===== config.mk =====
export PLATFORM = sky130hd
export DESIGN_NAME = mem_arbiter
export DESIGN_NICKNAME = d
export VERILOG_FILES = /design/src/rtl/mem_arb_pkg.sv /design/src/rtl/mem_arbiter_rr_arb2.sv /design/src/rtl/mem_arbiter.sv
export SDC_FILE = /design/constraint.sdc
export NUM_CORES = 1
export LEC_CHECK = 0
export CORE_MARGIN = 2
export CORE_UTILIZATION = 44
export CTS_CLUSTER_DIAMETER = 120
export DETAILED_ROUTE_END_ITERATION = 12
export GPL_TIMING_DRIVEN = 0
export PLACE_DENSITY = 0.91
export SETUP_SLACK_MARGIN = 0.5
export SLEW_MARGIN = 5
export SYNTH_ARGS = -nofsm -noshare
export SYNTH_HDL_FRONTEND = slang
export SYNTH_HIERARCHICAL = 1
export SYNTH_SLANG_ARGS = --single-unit

===== constraint.sdc =====
create_clock -name clk -period 3 [get_ports clk]
set_clock_uncertainty 0.15 [all_clocks]
set_input_delay 0.75 -clock clk [delete_from_list [all_inputs] [get_ports clk]]
set_output_delay 0.75 -clock clk [all_outputs]
set_load 0.005 [all_outputs]

===== src/rtl/mem_arb_pkg.sv =====
// Shared encodings and lane helpers for the IF/LS data-memory arbiter.
package mem_arb_pkg;

   localparam logic [1:0] ST_IDLE = 2'd0;
   localparam logic [1:0] ST_BUSY = 2'd1;
   localparam logic [1:0] ST_RESP = 2'd2;

   localparam logic OWN_IF = 1'b0;
   localparam logic OWN_LS = 1'b1;

   function automatic logic [3:0] be_of(input logic is_byte, input logic [1:0] off);
      return is_byte ? (4'b0001 << off) : 4'b1111;
   endfunction

   // Little-endian lane select: offset 0 is bits [7:0].
   function automatic logic [7:0] lane_of(input logic [31:0] data, input logic [1:0] off);
      return data[{off, 3'b000} +: 8];
   endfunction

endpackage


===== src/rtl/mem_arbiter_rr_arb2.sv =====
// Two-way round-robin arbiter; on a conflict the requester that did not win last time gets the grant.
module rr_arb2
   import mem_arb_pkg::*;
(
   input  logic       clk,
   input  logic       n_reset,
   input  logic       en,
   input  logic [1:0] req,
   output logic [1:0] gnt
);

   logic last_grant_q;
   logic last_grant_d;

   always_comb begin
      gnt = 2'b00;
      if (en) begin
         case (req)
            2'b01:   gnt = 2'b01;
            2'b10:   gnt = 2'b10;
            2'b11:   gnt = (last_grant_q == OWN_IF) ? 2'b10 : 2'b01;
            default: gnt = 2'b00;
         endcase
      end
   end

   always_comb begin
      last_grant_d = last_grant_q;
      if (gnt[OWN_LS]) begin
         last_grant_d = OWN_LS;
      end else if (gnt[OWN_IF]) begin
         last_grant_d = OWN_IF;
      end
   end

   always_ff @(posedge clk or negedge n_reset) begin
      if (!n_reset) begin
         last_grant_q <= OWN_IF;
      end else begin
         last_grant_q <= last_grant_d;
      end
   end

endmodule


===== src/rtl/mem_arbiter.sv =====
// Shares one sram-style memory port between instruction fetch and load/store,
// with byte-lane handling, access checking and a response timeout.
module mem_arbiter
   import mem_arb_pkg::*;
#(
   parameter int MEM_ADDR_W = 18,
   parameter int TIMEOUT    = 255
) (
   input  logic                  clk,
   input  logic                  n_reset,
   input  logic                  if_req,
   input  logic [31:0]           if_addr,
   output logic                  if_gnt,
   output logic                  if_rvalid,
   output logic [31:0]           if_rdata,
   output logic                  if_err,
   input  logic                  ls_req,
   input  logic                  ls_we,
   input  logic                  ls_byte,
   input  logic [31:0]           ls_addr,
   input  logic [31:0]           ls_wdata,
   output logic                  ls_gnt,
   output logic                  ls_rvalid,
   output logic [31:0]           ls_rdata,
   output logic                  ls_err,
   output logic                  mem_req,
   output logic                  mem_we,
   output logic [3:0]            mem_be,
   output logic [MEM_ADDR_W-1:0] mem_addr,
   output logic [31:0]           mem_wdata,
   input  logic [31:0]           mem_rdata,
   input  logic                  mem_ready
);

   localparam int               CNT_W    = $clog2(TIMEOUT + 1);
   localparam logic [CNT_W-1:0] CNT_LAST = CNT_W'(TIMEOUT - 1);

   logic [1:0]            state_q, state_d;
   logic                  owner_q, owner_d;
   logic                  byte_q, byte_d;
   logic [1:0]            off_q, off_d;
   logic [CNT_W-1:0]      cnt_q, cnt_d;
   logic                  mem_req_q, mem_req_d;
   logic                  mem_we_q, mem_we_d;
   logic [3:0]            mem_be_q, mem_be_d;
   logic [MEM_ADDR_W-1:0] mem_addr_q, mem_addr_d;
   logic [31:0]           mem_wdata_q, mem_wdata_d;
   logic [31:0]           if_rdata_q, if_rdata_d;
   logic                  if_err_q, if_err_d;
   logic [31:0]           ls_rdata_q, ls_rdata_d;
   logic                  ls_err_q, ls_err_d;

   logic        arb_en;
   logic [1:0]  gnt;
   logic        sel_we;
   logic        sel_byte;
   logic [31:0] sel_addr;
   logic [31:0] sel_wdata;
   logic        sel_bad;
   logic        resp_load;
   logic        resp_err;
   logic [31:0] resp_data;

   // Grants are suppressed while reset is held so every output reads 0.
   assign arb_en = (state_q == ST_IDLE) && n_reset;

   rr_arb2 u_rr_arb2 (
      .clk     (clk),
      .n_reset (n_reset),
      .en      (arb_en),
      .req     ({ls_req, if_req}),
      .gnt     (gnt)
   );

   always_comb begin
      state_d     = state_q;
      owner_d     = owner_q;
      byte_d      = byte_q;
      off_d       = off_q;
      cnt_d       = cnt_q;
      mem_req_d   = mem_req_q;
      mem_we_d    = mem_we_q;
      mem_be_d    = mem_be_q;
      mem_addr_d  = mem_addr_q;
      mem_wdata_d = mem_wdata_q;
      sel_we      = 1'b0;
      sel_byte    = 1'b0;
      sel_addr    = if_addr;
      sel_wdata   = 32'd0;
      sel_bad     = 1'b0;
      resp_load   = 1'b0;
      resp_err    = 1'b0;
      resp_data   = 32'd0;

      case (state_q)
         ST_IDLE: begin
            if (gnt != 2'b00) begin
               if (gnt[OWN_LS]) begin
                  sel_we    = ls_we;
                  sel_byte  = ls_byte;
                  sel_addr  = ls_addr;
                  sel_wdata = ls_wdata;
               end
               sel_bad = (!sel_byte && (sel_addr[1:0] != 2'b00)) ||
                         ((sel_addr >> (MEM_ADDR_W + 2)) != 32'd0);
               owner_d = gnt[OWN_LS] ? OWN_LS : OWN_IF;
               byte_d  = sel_byte;
               off_d   = sel_addr[1:0];
               cnt_d   = '0;
               if (sel_bad) begin
                  state_d   = ST_RESP;
                  resp_load = 1'b1;
                  resp_err  = 1'b1;
               end else begin
                  state_d     = ST_BUSY;
                  mem_req_d   = 1'b1;
                  mem_we_d    = sel_we;
                  mem_be_d    = be_of(sel_byte, sel_addr[1:0]);
                  mem_addr_d  = sel_addr[MEM_ADDR_W+1:2];
                  mem_wdata_d = !sel_we ? 32'd0 :
                                sel_byte ? {4{sel_wdata[7:0]}} : sel_wdata;
               end
            end
         end
         ST_BUSY: begin
            if (mem_ready || (cnt_q == CNT_LAST)) begin
               state_d     = ST_RESP;
               resp_load   = 1'b1;
               mem_req_d   = 1'b0;
               mem_we_d    = 1'b0;
               mem_be_d    = 4'b0000;
               mem_addr_d  = '0;
               mem_wdata_d = 32'd0;
               // A ready arriving on the final counted cycle still completes cleanly.
               if (mem_ready) begin
                  if (!mem_we_q) begin
                     resp_data = byte_q ? {24'd0, lane_of(mem_rdata, off_q)} : mem_rdata;
                  end
               end else begin
                  resp_err = 1'b1;
               end
            end else begin
               cnt_d = cnt_q + 1'b1;
            end
         end
         ST_RESP: begin
            state_d = ST_IDLE;
            cnt_d   = '0;
         end
         default: begin
            state_d = ST_IDLE;
         end
      endcase
   end

   always_comb begin
      if_rdata_d = if_rdata_q;
      if_err_d   = if_err_q;
      ls_rdata_d = ls_rdata_q;
      ls_err_d   = ls_err_q;
      if (resp_load) begin
         if (owner_d == OWN_LS) begin
            ls_rdata_d = resp_data;
            ls_err_d   = resp_err;
         end else begin
            if_rdata_d = resp_data;
            if_err_d   = resp_err;
         end
      end
   end

   always_ff @(posedge clk or negedge n_reset) begin
      if (!n_reset) begin
         state_q     <= ST_IDLE;
         owner_q     <= OWN_IF;
         byte_q      <= 1'b0;
         off_q       <= 2'b00;
         cnt_q       <= '0;
         mem_req_q   <= 1'b0;
         mem_we_q    <= 1'b0;
         mem_be_q    <= 4'b0000;
         mem_addr_q  <= '0;
         mem_wdata_q <= 32'd0;
         if_rdata_q  <= 32'd0;
         if_err_q    <= 1'b0;
         ls_rdata_q  <= 32'd0;
         ls_err_q    <= 1'b0;
      end else begin
         state_q     <= state_d;
         owner_q     <= owner_d;
         byte_q      <= byte_d;
         off_q       <= off_d;
         cnt_q       <= cnt_d;
         mem_req_q   <= mem_req_d;
         mem_we_q    <= mem_we_d;
         mem_be_q    <= mem_be_d;
         mem_addr_q  <= mem_addr_d;
         mem_wdata_q <= mem_wdata_d;
         if_rdata_q  <= if_rdata_d;
         if_err_q    <= if_err_d;
         ls_rdata_q  <= ls_rdata_d;
         ls_err_q    <= ls_err_d;
      end
   end

   assign if_gnt    = gnt[OWN_IF];
   assign ls_gnt    = gnt[OWN_LS];
   assign if_rvalid = (state_q == ST_RESP) && (owner_q == OWN_IF);
   assign ls_rvalid = (state_q == ST_RESP) && (owner_q == OWN_LS);
   assign if_rdata  = if_rdata_q;
   assign if_err    = if_err_q;
   assign ls_rdata  = ls_rdata_q;
   assign ls_err    = ls_err_q;
   assign mem_req   = mem_req_q;
   assign mem_we    = mem_we_q;
   assign mem_be    = mem_be_q;
   assign mem_addr  = mem_addr_q;
   assign mem_wdata = mem_wdata_q;

endmodule


* After elaboration in Yosys (flattened, before gate mapping)
Cells that the tools add are included.
** Cells by class
- Reductions and logical operators :: 19
- Equal/unequal tests :: 10
- Bitwise operators :: 2
- Muxes and demuxes :: 59
- $add $sub $neg :: 1
- Shift-type cells :: 2
** Operators by type and width (number)
- two-way mux 32 bit :: 14
- one-hot mux 32 bit (2 select lines) :: 1
- two-way mux 18 bit :: 3
- one-hot mux 18 bit (2 select lines) :: 1
- nonzero test 32 bit :: 1
- indexed part select 32 x 6 -> 8 bit :: 1
- one-hot mux 8 bit (3 select lines) :: 1
- two-way mux 1 bit :: 21
- two-way mux 4 bit :: 4
- two-way mux 8 bit :: 2
- two-way mux 2 bit :: 5
- adder 8 x 1 -> 8 bit, second input constant :: 1
- equality test 8 bit, second input constant :: 1
- one-hot mux 1 bit (2 select lines) :: 4
- one-hot mux 4 bit (2 select lines) :: 1
- AND reduction 2 bit :: 4
- equality test 2 bit, second input constant :: 3
- != test 2 bit, second input constant :: 3
- one-hot mux 2 bit (3 select lines) :: 1
- nonzero test 2 bit :: 3
- equality test 2 x 1 -> 1 bit, second input constant :: 2
- logical AND 1 bit :: 4
- one-hot mux 2 bit (2 select lines) :: 1
- AND reduction 4 bit :: 1
- other kinds (8) :: 10
** Storage, ports and cells
- Bits of input ports :: 135
- Bits in registers :: 137
- Word-level logic and storage cells :: 108

* Logic depth before layout (Yosys ltp)
Gate-level depths: netlist (run 1).
- Depth after elaboration :: 13
- Depth in mapped cells :: 12

* Cells and area by module
Netlist (run 1), hierarchy kept.
** Modules (own cells, without submodules)
- mem_arbiter :: instances 1, area each 6321.1 sq um, cells an instance 594
- rr_arb2 :: instances 1, area each 68.8 sq um, cells an instance 9

* Worst setup path before layout (run 1)
Ideal clock, no wire load.
- Path kind :: input to register
- Start point :: in n_reset
- End point :: reg ls_rdata_q[11] (netlist: ls_rdata[11])
- Arrival :: 2.589 ns
- Data required time :: 2.729 ns
- Setup slack :: 0.140 ns
- Buffers on the path :: 3
- Setup time :: 0.121 ns
- Stages on the path :: 11
- Cells stage by stage :: and2_1 -> nand2_1 -> a21oi_1 -> buf_4 -> or4b_1 -> a21oi_2 -> a31oi_2 -> buf_6 -> a31o_4 -> buf_6 -> a22o_1
** On the way
- Longest elaborated chain between the ends :: 12
- Elaborated cells between the ends (all ways) :: 21
- Classes of those cells :: 13 x mux; 8 x reduce/logical
** RTL lines
- start, declared :: RTL line mem_arbiter.sv:10 : input logic n_reset,
- logical AND 1 bit * :: RTL line mem_arbiter.sv:65 : assign arb_en = (state_q == ST_IDLE) && n_reset;
- two-way mux 2 bit * :: RTL line mem_arbiter_rr_arb2.sv:17 : if (en) begin
- via ls_gnt :: RTL line mem_arbiter.sv:22 : output logic ls_gnt,
- parallel branches: the longest is 9 deep, another holds two-way mux 32 bit
- AND reduction 2 bit (no source line) *
- end signal, assigned :: RTL line mem_arbiter.sv:201 : ls_rdata_q <= ls_rdata_d;
- end, declared :: RTL line mem_arbiter.sv:50 : logic [31:0] ls_rdata_q, ls_rdata_d;
Mark *: on every way through the listed nets, which the timed path passes. The select of a mux whose other input is x is not followed.
A chain may end at the register's enable or synchronous reset.

* Final worst setup path (run 1)
- Start point :: in n_reset
- End point :: reg mem_wdata_q[2] (netlist: mem_wdata[2])
** On the way
- Longest elaborated chain between the ends :: 10
- Elaborated cells between the ends (all ways) :: 26
- Classes of those cells :: 2 x eq/ne; 16 x mux; 8 x reduce/logical
** RTL lines
- logical AND 1 bit * :: RTL line mem_arbiter.sv:65
- via arb_en :: RTL line mem_arbiter.sv:53 : logic arb_en;
- two-way mux 2 bit * :: RTL line mem_arbiter_rr_arb2.sv:17
- parallel branches: the longest is 8 deep, another holds two-way mux 32 bit
- end signal, assigned :: RTL line mem_arbiter.sv:198 : mem_wdata_q <= mem_wdata_d;
- end, declared :: RTL line mem_arbiter.sv:47 : logic [31:0] mem_wdata_q, mem_wdata_d;
Marks and branches as above.

==> results of run 1 <==
==> worst max-delay path: cells and delay by family <==
| kind | cells | cell delay (ns) |
|---|---|---|
| AO/OA/AOI/OAI | 3 | 0.68 |
| buffers and inverters | 7 | 0.91 |
| AND/OR/NAND/NOR | 5 | 0.79 |
==> layout by cell type, fill, tap and decap left out, drive strengths merged, types with 9 or more instances in the layout <==
master         netlist  layout
a21oi               10      10
nand3b              11      11
clkdlybuf4s50        0     244
dlygate4sd2          0       9
buf                 27      96
nor2                37      37
nor4                 9       9
o21ai               68      68
a22oi               25      25
inv                 32      32
nand3               40      40
a22o                33      33
mux2i               24      24
clkbuf              15      39
nand2               37      37
dfrtp              137     137
o2bb2ai             21      21
==> per-stage QoR <==
stage	std cells	util, %
floorplan	603	-
global placement	1046	65.6
detailed placement	1047	65.8
CTS	1121	77.3
global route	1155	83.0
finish	1155	83.0
==> state kept, by name, indices dropped and copies added, names as in the netlist <==
signal and count:
u_rr_arb2/last_grant_q 1, byte_q 1, mem_be 4, if_err 1, off_q 2, mem_wdata 32, ls_err 1, mem_we 1
if_rdata 32, state_q 2, mem_addr 18, mem_req 1, cnt_q 8, owner_q 1, ls_rdata 32
==> what timing repair did <==
action	in CTS	in global routing
buffers inserted	28	27
endpoints found under the setup margin	140	130
pin swaps	39	31
gates resized for setup	141	123
gates cloned	14	6
==> path summary, 6_finish.rpt <==
kind	startpoint	end
worst min register to register	ls_rdata[9]	ls_rdata[9]
min in group clk	ls_rdata[9]	ls_rdata[9]
worst min-delay path	n_reset	ls_rdata[14]
max in group asynchronous	n_reset	ls_rdata[5]
worst max register to register	state_q[0]	mem_wdata[2]
worst max-delay path	n_reset	mem_wdata[2]
==> power by group <==
part | total (mW) | switching [mW] | internal (mW)
combinational | 3.09 | 1.52 | 1.56
sequential | 2.40 | 0.287 | 2.12
clock | 2.31 | 0.879 | 1.43
total | 7.81 | 2.69 | 5.12
==> layer usage <==
layer | vias up | track usage [%] | share of wire [%]
met5 | - | 0 | 0
met1 | 3652 | 39.2 | 33
met2 | 638 | 60.8 | 49
li1 | 2941 | - | -
met3 | 175 | 9.84 | 10
met4 | 0 | 18.8 | 7.9
==> final cells by class <==
class | count | area [um2] | area share (%)
Timing Repair Buffer | 335 | 3620 | 30.3
Multi-Input combinational cell | 392 | 3470 | 29.1
Sequential cell | 137 | 3430 | 28.8
Clock buffer | 21 | 460 | 3.86
Buffer | 42 | 415 | 3.48
Tap cell | 184 | 230 | 1.93
Clock inverter | 11 | 170 | 1.43
Inverter | 32 | 123 | 1.03
Antenna cell | 1 | 2.50 | 0.0210
==> logic make-up after synthesis <==
group | after synthesis
compound gates | 190
xor+xnor | 3
fa+ha+maj | 2
buf+inv | 74
flops | 137
mux | 32
simple gates | 165
==> flow_metrics.env, run 1 <==
export IMPL_final_standard_cell_area_without_fillers_mm2=0.0119
export IMPL_setup_violations_final=0
export IMPL_die_height_um=125
export IMPL_slew_headroom_pct=46.3
export IMPL_grt_max_degree=48
export IMPL_setup_ws_ns=0.00991
export IMPL_worst_r2r_path_depth=14
export IMPL_arrival_ns=3.15
export IMPL_io_buffer_count=259
export IMPL_crit_path_max_fanout=6
export IMPL_grt_antenna_before_repair=1
export IMPL_dp_hpwl_mm=16.2
export IMPL_grt_total_usage_pct=35.1
export IMPL_core_area_mm2=0.0144
export IMPL_dpl_worst_slack_ns=-0.939
export IMPL_die_area_mm2=0.0155
export IMPL_synth_lib_cells_used_distinct=61
export IMPL_number_of_design_rule_violations_left_after_detail_routing=0
export IMPL_synth_fa_ha_area_share_pct=0.392
export IMPL_die_w_um=125
export IMPL_synth_async_reset_ratio_pct=100
export IMPL_syn_num_nets=740
export IMPL_start_util_pct=44.5
export IMPL_syn_mean_instance_area_um2=10.6
export IMPL_number_of_buffers_between_clock_root_and_the_deepest_sink=2
export IMPL_start_kind="input pin"
export IMPL_highest_clock_rate_mhz=334
export IMPL_finalHoldViolations=0
export IMPL_critPathCaptureType="flip-flop"
export IMPL_parity_gate_share_of_the_synthesized_area_counting_xor_and_xnor_cells_pct=0.411
export IMPL_floorplan_io_pins=261
export IMPL_max_cap_viol_count=0
export IMPL_post_synth_top_area_fraction_pct=53.7
export IMPL_yosysMostFrequentCell="sky130_fd_sc_hd__dfrtp_1"
export IMPL_cellLeakagePower_nw=5.08
export IMPL_synth_compound_area_share_pct=21.8
export IMPL_synth_edf_count=0
export IMPL_flow_area_growth_from_synthesis_pct=86.6
export IMPL_grt_remaining_overflow=0
export IMPL_cp_slowest_cell="sky130_fd_sc_hd__a221o_1"
export IMPL_rows=44
export IMPL_dpl_cell_area_mm2=0.00946
export IMPL_critPathKind="in2reg"
export IMPL_path_cells="buf_16, buf_16, and2_4, nand2_4, a21oi_2, buf_6, buf_12, nor3_4, nand2_2, a221o_1, buf_6, and2_4, buf_8, buf_8, a22o_1"
export IMPL_ys_warnings_count=6
export IMPL_clk_insertion_delay_late_ns=0.43
export IMPL_run_status="completed"
export IMPL_finalCriticalPeriod_ns=2.99
export IMPL_ys_top_cells_by_area="sky130_fd_sc_hd__dfrtp_1 54%, sky130_fd_sc_hd__a22o_1 4.5%, sky130_fd_sc_hd__o21ai_0 4.5%"
export IMPL_synth_seq_area_share_pct=53.7
export IMPL_p_per_area_mw_per_mm2=655
export IMPL_wl_per_cell_um=28.1
export IMPL_htree_levels=4
export IMPL_tightestPinTransition_ns=0.804
export IMPL_final_net_count=1094
export IMPL_netlist_top_cells_count="137 x sky130_fd_sc_hd__dfrtp_1, 57 x sky130_fd_sc_hd__o21ai_0, 39 x sky130_fd_sc_hd__nand3_1"
export IMPL_ys_dominant_reg_cell="sky130_fd_sc_hd__dfrtp_1"
export IMPL_cts_buffers=17
export IMPL_setup_reg_to_reg_worst_slack_ns=0.09
export IMPL_vias=7406
export IMPL_holdBufCountCts=0
export IMPL_muxShareOfSynthArea_pct=5.17
export IMPL_synthesis_area_mm2=0.00639
export IMPL_detail_route_antenna_nets=0
export IMPL_cp_data_required_time_ns=3.16
export IMPL_fin_tns_setup_ns=0
export IMPL_postSynthRegisterBits=137
export IMPL_syn_instance_count=603
export IMPL_hold_path_class="in2async"
export IMPL_clock_tree_from_tritoncts="yes"
export IMPL_worst_setup_hold_path_clk_slew_ns=0.07
export IMPL_synth_top_family_by_area="compound AO/OA/AOI/OAI gates"
export IMPL_synthDominantAreaCellType="sky130_fd_sc_hd__dfrtp_1"
export IMPL_slew_viol_final=0
export IMPL_rsz0062_at_grt="true"
export IMPL_first_pass_iters=5
export IMPL_drt_iter0_drcs=827
export IMPL_wirelength_mm=32.4
export IMPL_vias_in_the_first_global_route=7166
export IMPL_total_power_mw=7.81
export IMPL_fillers=650
export IMPL_cts_sink_count=137
export IMPL_cts_root_buf="sky130_fd_sc_hd__clkbuf_16"
export IMPL_longest_individual_stage_delay_on_the_worst_path_ns=0.39
export IMPL_detail_route_vias_per_cell=6.41
export IMPL_irDropWorstVdd_v=0.000485
export IMPL_final_min_period_over_clock_period_pct=99.7
export IMPL_globalplace_congestion=0.921
export IMPL_grt_first_pass_wirelength_mm=41.8
export IMPL_whs_ns=0.0835
export IMPL_synth_simple_area_share_pct=13.3
export IMPL_drive_gt1_share_pct=30.1
Power figures use the tool's default switching activity.
==> run 2: changes to the inputs <==
- CTS_CLUSTER_DIAMETER: 120 -> 30
- GPL_TIMING_DRIVEN: 0 -> unset
==> flow_metrics.env, run 2 (same netlist as run 1, synthesis figures left out) <==
export IMPL_setup_reg_to_reg_worst_slack_ns=0.35
export IMPL_detail_route_antenna_nets=0
export IMPL_reg2reg_to="mem_wdata[15]"
export IMPL_p_per_area_mw_per_mm2=639
export IMPL_crit_path_start="state_q[0]"
export IMPL_final_net_count=1068
export IMPL_die_area_mm2=0.0155
export IMPL_grt_max_degree=138
export IMPL_total_power_mw=7.29
export IMPL_cts_root_buf="sky130_fd_sc_hd__clkbuf_16"
export IMPL_io_buffer_count=260
export IMPL_multi_input_comb_area_mm2=0.00345
export IMPL_grt_total_usage_pct=31.2
export IMPL_cts_buffers=17
export IMPL_final_min_period_over_clock_period_pct=88.5
export IMPL_die_w_um=125
export IMPL_clock_tree_from_tritoncts="yes"
export IMPL_number_of_buffers_between_clock_root_and_the_deepest_sink=2
export IMPL_critPathKind="reg2reg"
export IMPL_clk_insertion_delay_late_ns=0.42
export IMPL_mostFrequentLayoutCells="238 x sky130_fd_sc_hd__clkdlybuf4s50_1, 135 x sky130_fd_sc_hd__dfrtp_1, 52 x sky130_fd_sc_hd__buf_4"
export IMPL_floorplan_io_pins=261
export IMPL_rsz0062_at_grt="true"
export IMPL_wirelength_mm=27.4
export IMPL_total_switching_power_mw=2.42
export IMPL_ff_latch_area_mm2=0.00343
export IMPL_fillers=743
export IMPL_arrival_ns=2.85
export IMPL_power_share_sequential_pct=33.7
export IMPL_crit_reg2reg_launch="state_q[0]"
export IMPL_whs_ns=0.294
export IMPL_clock_power_share_pct=31.5
export IMPL_cts_sink_count=137
export IMPL_cp_data_required_time_ns=3.20
export IMPL_vias_in_the_first_global_route=6678
export IMPL_antenna_cells=0
export IMPL_wl_per_cell_um=24.3
export IMPL_finalCriticalPeriod_ns=2.65
export IMPL_swShare_pct=33.2
export IMPL_rows=44
export IMPL_flow_area_growth_from_synthesis_pct=78.5
export IMPL_combinationalPowerShare_pct=34.9
export IMPL_crit_path_max_fanout=8
export IMPL_core_area_mm2=0.0144
export IMPL_commonest_non_fill_non_tap_cell_in_the_layout="sky130_fd_sc_hd__clkdlybuf4s50_1"
export IMPL_run_status="completed"
export IMPL_max_cap_viol_count=0
export IMPL_cellLeakagePower_nw=4.79
export IMPL_drt_iter0_drcs=747
export IMPL_hold_path_class="in2async"
export IMPL_setup_violations_final=0
export IMPL_irDropWorstVdd_v=0.000444
export IMPL_holdBufCountCts=0
export IMPL_dp_hpwl_mm=15.5
export IMPL_highest_clock_rate_mhz=377
export IMPL_htree_levels=4
export IMPL_fin_tns_setup_ns=0
export IMPL_number_of_design_rule_violations_left_after_detail_routing=0
export IMPL_setup_worst_path_end="mem_wdata[15]"
export IMPL_detail_route_vias_per_cell=6.13
export IMPL_grt_first_pass_wirelength_mm=37.8
export IMPL_critPathCaptureType="flip-flop"
export IMPL_start_util_pct=44.5
export IMPL_grt_antenna_before_repair=0
export IMPL_worst_setup_hold_path_clk_slew_ns=0.06
export IMPL_dpl_worst_slack_ns=-0.279
export IMPL_start_kind="flip-flop"
export IMPL_slew_viol_final=0
export IMPL_die_height_um=125
export IMPL_drive_gt1_share_pct=27.0
export IMPL_worst_r2r_path_depth=12
export IMPL_slew_headroom_pct=33.9
export IMPL_setup_ws_ns=0.346
export IMPL_internal_power_mw=4.87
export IMPL_tightestPinTransition_ns=0.992
export IMPL_finalHoldViolations=0
export IMPL_globalplace_congestion=0.861
export IMPL_first_pass_iters=5
export IMPL_grt_remaining_overflow=0
export IMPL_vias=6911
==> run 2: changes by cell type in the layout (fill, tap and decap cells not counted), sizes merged, moves of 2 or more <==
cell,before,now
a31o,1,4
and2,2,5
buf,96,82
bufbuf,5,0
clkbuf,39,23
clkdlybuf4s50,244,238
dlygate4sd2,9,17
dlymetal6s2s,4,2
inv,32,34
==> run 2: area by class of cell <==
cell class	count	area share, %
clock buffer	18	3.85
clock inverter	14	1.72
inverter	32	1.07
multi-input combinational	399	30.2
sequential	137	30.1
tap	184	2.02
timing repair buffer	344	31.1
==> run 2: routing by layer <==
layer,vias up,GRT usage (%),wire length [um]
met4,0,14.1,1330
met1,3346,37.5,9530
met2,545,53.0,14000
met5,-,0,0
li1,2902,-,-
met3,118,7.77,2560
==> run 2: worst max-delay path, cell delays in order (launching register included) <==
cell and delay (ns):
sky130_fd_sc_hd__dfrtp_2 0.43, sky130_fd_sc_hd__nor2_4 0.13, sky130_fd_sc_hd__and2_4 0.19, sky130_fd_sc_hd__nand2_4 0.06
sky130_fd_sc_hd__a21oi_4 0.13, sky130_fd_sc_hd__buf_6 0.16, sky130_fd_sc_hd__o211ai_1 0.12, sky130_fd_sc_hd__buf_4 0.17
sky130_fd_sc_hd__a2111oi_4 0.35, sky130_fd_sc_hd__buf_4 0.19, sky130_fd_sc_hd__buf_12 0.14, sky130_fd_sc_hd__o21ai_2 0.11
sky130_fd_sc_hd__o2bb2ai_2 0.22
==> run 2: worst min-delay path by stage <==
stage                        startpoint            end  slack, ns  depth (start not counted)
after floorplan                 n_reset         byte_q       0.30                          0
after global placement    mem_wdata[11]  mem_wdata[11]       0.32                          1
after detailed placement  mem_wdata[17]  mem_wdata[17]       0.33                          1
after CTS                       n_reset   if_rdata[28]       0.34                          2
after global routing            n_reset   if_rdata[23]       0.37                          2
final                           n_reset   if_rdata[23]       0.29                          2
==> run 2: power by group through the flow <==
stage	combinational [mW]	sequential, mW	clock, mW
after detailed placement	2.07	2.45	0
after CTS	2.26	2.41	2.27
after global routing	2.70	2.49	2.39
after floorplan	1.03	2.36	0
final	2.54	2.45	2.29
after global placement	2.00	2.43	0
==> run 2: what timing repair did <==
action                     CTS  global route
setup buffers               16             9
setup endpoints to repair  127           122
pin swaps                   18            26
gates resized for setup     68           126
cloned                      13             4
==> run 2: through the flow <==
step	cell area [um2]	instances	utilization (%)
after floorplan	6610	603	-
after global placement	9620	1054	66.9
after detailed placement	9620	1054	66.9
after CTS	10800	1115	74.9
after global routing	11400	1128	79.4
final	11400	1128	79.4
